File: config.mk
export PLATFORM = sky130hd
export DESIGN_NAME = store_box
export DESIGN_NICKNAME = d
export VERILOG_FILES = /design/src/rtl/store_box_pkg.sv /design/src/rtl/store_lane_merge.sv /design/src/rtl/store_box.sv
export SDC_FILE = /design/constraint.sdc
export NUM_CORES = 1
export LEC_CHECK = 0
export CORE_MARGIN = 4
export CORE_UTILIZATION = 43
export DETAILED_ROUTE_END_ITERATION = 16
export GPL_ROUTABILITY_DRIVEN = 0
export MAX_ROUTING_LAYER = met4
export PLACE_DENSITY = 0.87
export SLEW_MARGIN = 15
export SYNTH_ARGS = -nofsm -noshare
export SYNTH_HDL_FRONTEND = slang
export SYNTH_HIERARCHICAL = 1
export SYNTH_SLANG_ARGS = --single-unit
File: constraint.sdc
create_clock -name clk -period 1.75 [get_ports clk]
set_input_delay 0.4375 -clock clk [delete_from_list [all_inputs] [get_ports clk]]
set_output_delay 0.4375 -clock clk [all_outputs]
set_load 0.1 [all_outputs]
File: src/rtl/store_box_pkg.sv
// Shared types and constants for the store_box read-modify-write store unit.
package store_box_pkg;

  typedef enum logic [1:0] {
    ST_WORD = 2'b00,
    ST_HALF = 2'b01,
    ST_BYTE = 2'b10
  } store_type_t;

  typedef enum logic [2:0] {
    S_IDLE,
    S_READ,
    S_WAIT,
    S_WRITE,
    S_DONE
  } state_t;

  localparam logic [31:0] WORD_ALIGN_MASK = 32'hFFFF_FFFC;
  localparam int          CNT_W           = 3;

  // The reserved encoding 2'b11 behaves as a full-word store.
  function automatic logic is_word(input logic [1:0] store_type);
    return !((store_type == ST_HALF) || (store_type == ST_BYTE));
  endfunction

endpackage

File: src/rtl/store_lane_merge.sv
// Combinational lane merge: places the byte/halfword/word of wdata into the
// old memory word according to the little-endian lane selected by addr[1:0].
module store_lane_merge
  import store_box_pkg::*;
(
  input  logic [31:0] old_word_i,
  input  logic [31:0] wdata_i,
  input  logic [1:0]  store_type_i,
  input  logic [1:0]  addr_lo_i,
  output logic [31:0] merged_o
);

  logic [3:0] lane_en;

  always_comb begin
    lane_en = 4'b1111;
    if (store_type_i == ST_BYTE) begin
      lane_en = 4'b0001 << addr_lo_i;
    end else if (store_type_i == ST_HALF) begin
      lane_en = addr_lo_i[1] ? 4'b1100 : 4'b0011;
    end
  end

  // Each byte lane picks its source byte from wdata, or keeps the old byte.
  for (genvar gi = 0; gi < 4; gi++) begin : g_lane
    logic [7:0] src;

    always_comb begin
      src = wdata_i[8*gi +: 8];
      if (store_type_i == ST_BYTE) begin
        src = wdata_i[7:0];
      end else if (store_type_i == ST_HALF) begin
        src = wdata_i[8*(gi%2) +: 8];
      end
    end

    assign merged_o[8*gi +: 8] = lane_en[gi] ? src : old_word_i[8*gi +: 8];
  end

endmodule

File: src/rtl/store_box.sv
// Store unit for sw/sh/sb: word stores write directly, sub-word stores do a
// read-modify-write of the addressed word. Optional macro: STORE_BOX_ALIGN_CHECK_EN.
module store_box
  import store_box_pkg::*;
#(
  parameter int MEM_LATENCY = 1
) (
  input  logic        clk,
  input  logic        reset,
  input  logic        start,
  input  logic [1:0]  store_type,
  input  logic [31:0] addr,
  input  logic [31:0] wdata,
  input  logic [31:0] mem_rdata,
  output logic [31:0] mem_addr,
  output logic        mem_rd,
  output logic        mem_wr,
  output logic [31:0] mem_wdata,
  output logic        busy,
  output logic        done,
  output logic        misaligned
);

  localparam logic [CNT_W-1:0] WAIT_INIT = CNT_W'(MEM_LATENCY - 1);

  state_t            state_q;
  logic [CNT_W-1:0]  cnt_q;
  logic [1:0]        type_q;
  logic [1:0]        addr_lo_q;
  logic [31:0]       wdata_q;
  logic [31:0]       mem_addr_q;
  logic [31:0]       mem_wdata_q;
  logic              mem_rd_q;
  logic              mem_wr_q;
  logic              busy_q;
  logic              done_q;
  logic              misaligned_q;
  logic [31:0]       merged_d;
  logic              misalign_d;

`ifdef STORE_BOX_ALIGN_CHECK_EN
  assign misalign_d = ((store_type == ST_HALF) && addr[0]) ||
                      (is_word(store_type) && (addr[1:0] != 2'b00));
`else
  assign misalign_d = 1'b0;
`endif

  store_lane_merge u_merge (
    .old_word_i   (mem_rdata),
    .wdata_i      (wdata_q),
    .store_type_i (type_q),
    .addr_lo_i    (addr_lo_q),
    .merged_o     (merged_d)
  );

  always_ff @(posedge clk) begin
    if (!reset) begin
      state_q      <= S_IDLE;
      cnt_q        <= '0;
      type_q       <= '0;
      addr_lo_q    <= '0;
      wdata_q      <= '0;
      mem_addr_q   <= '0;
      mem_wdata_q  <= '0;
      mem_rd_q     <= 1'b0;
      mem_wr_q     <= 1'b0;
      busy_q       <= 1'b0;
      done_q       <= 1'b0;
      misaligned_q <= 1'b0;
    end else begin
      // Strobes are single-cycle pulses raised on entry to their state.
      mem_rd_q     <= 1'b0;
      mem_wr_q     <= 1'b0;
      done_q       <= 1'b0;
      misaligned_q <= 1'b0;
      case (state_q)
        S_IDLE: begin
          if (start) begin
            type_q     <= store_type;
            addr_lo_q  <= addr[1:0];
            wdata_q    <= wdata;
            mem_addr_q <= addr & WORD_ALIGN_MASK;
            busy_q     <= 1'b1;
            if (misalign_d) begin
              state_q      <= S_DONE;
              misaligned_q <= 1'b1;
            end else if (is_word(store_type)) begin
              state_q     <= S_WRITE;
              mem_wr_q    <= 1'b1;
              mem_wdata_q <= wdata;
            end else begin
              state_q  <= S_READ;
              mem_rd_q <= 1'b1;
            end
          end
        end
        S_READ: begin
          state_q <= S_WAIT;
          cnt_q   <= WAIT_INIT;
        end
        S_WAIT: begin
          if (cnt_q == '0) begin
            state_q     <= S_WRITE;
            mem_wr_q    <= 1'b1;
            mem_wdata_q <= merged_d;
          end else begin
            cnt_q <= cnt_q - 1'b1;
          end
        end
        S_WRITE: begin
          state_q <= S_DONE;
          done_q  <= 1'b1;
        end
        S_DONE: begin
          state_q <= S_IDLE;
          busy_q  <= 1'b0;
        end
        default: begin
          state_q <= S_IDLE;
          busy_q  <= 1'b0;
        end
      endcase
    end
  end

  assign mem_addr   = mem_addr_q;
  assign mem_rd     = mem_rd_q;
  assign mem_wr     = mem_wr_q;
  assign mem_wdata  = mem_wdata_q;
  assign busy       = busy_q;
  assign done       = done_q;
  assign misaligned = misaligned_q;

endmodule

* Word level (Yosys, flattened, before mapping)
Cells that the tools add are included.
Cells by class: muxes and demuxes 30, multipliers 0, divide/modulo/power cells 0, bitwise operators 1, eq/ne operators 11, $add $sub $neg 1, reductions and logical operators 12, $lt $le $gt $ge 0, shifts and indexed selects 1
Operators by type and width (count):
- $mux 32 | 3
- $mux 8 | 9
- $pmux 32 s2 | 1
- $mux 4 | 3
- $pmux 3 s4 | 1
- $mux 3 | 3
- $ne 2x2->1 const B | 4
- $reduce_and 2->1 | 4
- $eq 3x2->1 const B | 2
- $logic_not 3->1 | 2
- $mux 1 | 6
- $pmux 3 s2 | 1
- $eq 2x1->1 const B | 2
- $eq 2x2->1 const B | 2
- $pmux 1 s2 | 2
- $reduce_and 4->1 | 1
- $reduce_bool 2->1 | 2
- $shl 1x2->4 const A | 1
- $eq 3x1->1 const B | 1
- $reduce_and 3->1 | 1
- $reduce_or 3->1 | 1
- $sub 3x1->3 const B | 1
- $mux 2 | 1
- $logic_or 1x1->1 | 1
- $not 1->1 | 1
Word-level totals: output and inout port bits 69, memories 0, RAM bits 0, bits in registers 108, word-level logic and storage cells 67, bits in latches 0, ROM bits 0, input port bits 101

* Logic depth before layout (Yosys ltp)
depth in word-level cells 6, depth in mapped cells 8, depth with buffers taken out 6

* Hierarchy
The synthesis kept the hierarchy.
Modules (own cells, without submodules):
- store_box | seq. area each 2162.1 µm², instances 1, area an instance 4468.0 µm², cells each 481
- store_lane_merge | seq. area each 0.0 µm², instances 1, area an instance 987.2 µm², cells each 129

* Worst setup path after synthesis
OpenSTA, ideal clock, no wires.
kind flip-flop to flip-flop, start register addr_lo_q[1], end register mem_wdata_q[0], in the netlist mem_wdata[0], slack 0.013 ns, library setup time 0.119 ns, arrival time 1.618 ns, period minus slack after synthesis 1.737 ns, path buffers 1, required time 1.631 ns, cell stages (with the launch flop) 8, path through dfxtp_1 -> buf_4 -> nor2_1 -> o22ai_4 -> mux2_2 -> mux2i_1 -> nand2_1 -> o221a_2
On the way: longest elaborated chain between the ends 6, elaborated cells on any way between the ends 7, classes of those cells 1 x shift; 6 x mux
RTL lines:
- start, declared | line store_box.sv:29 | logic [1:0] addr_lo_q;
- start signal, assigned | line store_box.sv:80 | addr_lo_q <= addr[1:0];
- $mux 4 | line store_lane_merge.sv:20 | lane_en = addr_lo_i[1] ? 4'b1100 : 4'b0011;
- $mux 4 | line store_lane_merge.sv:19 | end else if (store_type_i == ST_HALF) begin
- $mux 4 (*) | line store_lane_merge.sv:17 | if (store_type_i == ST_BYTE) begin
- $mux 8 (*) | line store_lane_merge.sv:37 | assign merged_o[8*gi +: 8] = lane_en[gi] ? src : old_word_i[8*gi +: 8];
- via merged_d[0] | line store_box.sv:38 | logic [31:0] merged_d;
- $mux 32 (*) | line store_box.sv:102 | if (cnt_q == '0) begin
- $pmux 32 s2 (*) | line store_box.sv:76 | case (state_q)
- end signal, assigned | line store_box.sv:90 | mem_wdata_q <= wdata;
- end signal, assigned | line store_box.sv:105 | mem_wdata_q <= merged_d;
- end, declared | line store_box.sv:32 | logic [31:0] mem_wdata_q;
The timed path passes the listed nets; every way through them passes the cells marked *. The select of a mux whose other input is x is not followed. A chain may end at the register's enable or synchronous reset.

* Worst setup path after layout
start register addr_lo_q[0], end register mem_wdata_q[8], in the netlist mem_wdata[8]
On the way: longest elaborated chain between the ends 5
RTL lines:
- $shl 1x2->4 | line store_lane_merge.sv:18 | lane_en = 4'b0001 << addr_lo_i;
- $mux 4 | line store_lane_merge.sv:17
- $mux 8 | line store_lane_merge.sv:37
- via merged_d[8] | line store_box.sv:38
- $mux 32 | line store_box.sv:102
- $pmux 32 s2 | line store_box.sv:76
The timed path passes the listed nets, and every way through them passes these cells. The select of a mux whose other input is x is not followed.

==> summary.txt <==
Run status
  – Outcome: complete, but fails checks
  – Failing checks: negative setup slack

Finish
  – Final core area utilization: 0.708
  – Nets: between 800 and 900
  – Area grow syn2layout: 58.4%
  – Fillers: 832
  – Final Cell Area: approximately 8600 µm²
  – N_diodes: 0
  – Ratio of cells with drive above 1 in the final layout: 0.270

Setup path
  – CP top delay family: compound AO/OA/AOI/OAI gates
  – CP startpoint kind: flip-flop
  – Data arrival time of the critical path: about 2200 ps
  – Worst R2R Setup Slack: -150 ps
  – WS Path Type: reg2reg
  – WP data required: 2000 ps
  – CP cell instances: nor2b_1 -> o22a_1 -> buf_12 -> mux2_4 -> mux2i_1 -> nand2_1 -> o221a_2
  – Max stage delay on crit path: approximately 400 ps
  – Max Fanout on Critical Path: 8
  – WP buf/inv: 1
  – Setup crit end kind: flip-flop
  – Max stage delay cell, worst path: dfxtp_2

Synth
  – Cell count after synthesis: 610
  – Synth warnings: 6
  – Synth area leader: dfxtp_1
  – Synth cell types: between 40 and 50
  – Cell Area, Synth: 5460 µm²
  – Top cells by area, synth: dfxtp_1, nand2_1, mux2i_1, o221a_2, a21boi_1
  – Post-synth EDFFs: 0
  – Seq/Total Area, Yosys: 0.396
  – Top FF cell, synth: dfxtp_1
  – Ys async rst share: 0
  – Synth Register Bits: around 110
  – Most numerous cell in the Yosys netlist: nand2_1
  – Proportion of netlist area held by the largest area contributor: 0.396
  – Avg Cell Area, Syn: around 9 µm²
  – Post-synth top cells: nand2_1, dfxtp_1, a21boi_1, mux2i_1, o221a_2

Clock tree
  – Cts hold-fix bufs: 0
  – CTS buffer count: 9
  – Skew-Pair Late Insertion Delay: between 300 and 400 ps
  – Deepest clock path buffer count: 2
  – Clk root buf: clkbuf_16
  – Clock-pin slew on the worst setup and hold paths: approximately 70 ps
  – CTS tree: yes
  – H-tree depth: 3
  – CTS sink count: about 110

Placed design
  – Hpwl dp: about 13 mm
  – Area after DPL: a little over 8000 µm²
  – PortBufs: 166

Global route
  – Initial antenna violation count: 0
  – First-pass GRT wire length: around 29 mm
  – Vias in the first global route: ~5500
  – Largest net degree at the start of global routing: 52
  – Total gr overflow: 0
  – GRT Overall Usage: 0.258

Die
  – Total die area: 14600 µm²
  – Initial Util: 0.447
  – Die height: about 120 µm
  – Rows: 40
  – CORE AREA: between 10000 and 15000 µm²
  – Die Wd: about 120 µm
  – # IOs: 170

Timing
  – Final Max Slew Viols: 0
  – Worst hold margin: 429 ps
  – Final min period: between 1500 and 2000 ps
  – Final setup viols: 24
  – Achievable Freq: between 500 and 600 MHz
  – Total negative slack: -1720 ps
  – Tcrit/Tclk final: 1.09
  – Final Skew: 7.97 ps
  – Fin worst setup slack: -149 ps
  – Final hold violation count: 0
  – RSZ-0062 raised after global routing: true

Route
  – Drt wl/cell: 19.6 µm
  – DRT iter0 DRCs: 650
  – Top sig layer: met4
  – Vias post-DR: about 5400
  – Detail Route Antenna Nets: 0
  – # DRC: 0
  – Met2 WL: 8.97 mm
  – WL met1: between 7 and 8 mm
  – Drt via density: roughly 5.6
  – Routed wl met3: 1.72 mm
  – Detailed Routing Iterations Pass 1: 5
  – Routed wire length: approximately 19 mm

Power and ir drop
  – Power Total: approximately 0.0093 W
  – PwrDens: 1070 nW/µm²
  – Lkg Pwr: 3.54 nW
  – Highest ir drop seen on vdd: 0.000779 V

Job
  – Max-cap violations: 0

Hold path
  – Worst Hold Class: in2reg
==> stage by stage <==
| stage | instances | worst slack, ps |
|---|---|---|
| 3_3_place_gp | 935 | -290 |
| 3_5_place_dp | 935 | -316 |
| 6_report | 957 | -149 |
| 4_1_cts | 954 | -69.6 |
| 5_1_grt | 957 | -217 |
| 2_1_floorplan | 612 | 12.8 |
==> registers in the layout, summed over array words and instances, names as in the netlist <==
| name | cells |
|---|---|
| mem_wdata | 32 |
| wdata_q | 32 |
| mem_addr | 30 |
| cnt_q | 3 |
| state_q | 3 |
| addr_lo_q | 2 |
| type_q | 2 |
| busy | 1 |
| done | 1 |
| mem_rd | 1 |
| mem_wr | 1 |
==> routing by layer <==
metal / up-vias / track usage
li1: 2466 / -
met3: 82 / 0.0804
met4: 0 / 0.110
met2: 288 / 0.417
met5: - / -
met1: 2570 / 0.297
==> worst register-to-register path, stage by stage, from the launching register on <==
cell,delay [ps]
dfxtp_2,390
nor2b_1,210
o22a_1,240
buf_12,160
mux2_4,300
mux2i_1,150
nand2_1,100
o221a_2,250
==> cells in the final DEF (no fill, tap or decap), drive strengths merged, types with 3 or more instances in the layout <==
cell and n:
nor2 14, clkdlybuf4s50 98, nand2b 3, a31oi 8
o22ai 4, a21boi 66, mux2i 32, buf 115
nand2 178, nor2b 3, dfxtp 108, inv 14
a21o 8, o221ai 8, mux2 16, or3b 3
o221a 32, nand3b 8, o211ai 8, a21oi 3
clkbuf 10, and2 3, conb 3, o21ai 8
and3b 16
==> worst paths after layout <==
kind | from | to | depth (start not counted)
setup / recovery | addr_lo_q[0] | mem_wdata[8] | 7
hold / removal | reset | mem_wdata[24] | 2
setup reg to reg | addr_lo_q[0] | mem_wdata[8] | 7
hold reg to reg | wdata_q[29] | wdata_q[29] | 2
==> final cells by class <==
class | count | area (µm²) | share of cell area
sequential | 108 | 2180 | 0.252
tap | 168 | 210 | 0.0243
multi-input combinational | 438 | 3070 | 0.355
timing repair buffer | 214 | 2820 | 0.327
inverter | 13 | 48.8 | 0.00565
clock buffer | 10 | 239 | 0.0277
clock inverter | 6 | 71.3 | 0.00825
==> where the power goes <==
group	leakage, nW	internal (W)	switching [W]
Combinational	2.51	0.00167	0.00246
Sequential	0.891	0.00273	0.000304
Clock	0.145	0.00116	0.000959
==> logic make-up after synthesis <==
logic type      synth area share
simple gates               0.194
compound gates             0.229
flops                      0.396
buf+inv                   0.0725
mux                       0.0972
xor+xnor                 0.00619
fa+ha+maj                0.00459
other cells             0.000687
==> what timing repair did <==
action | CTS | global route
setup endpoints to repair | 32 | 34
pin swaps | 8 | 19
gates cloned | 0 | 1
gates resized for setup | 33 | 22
buffers inserted | 4 | 2
No activity file was read; power rests on OpenSTA's default activity.
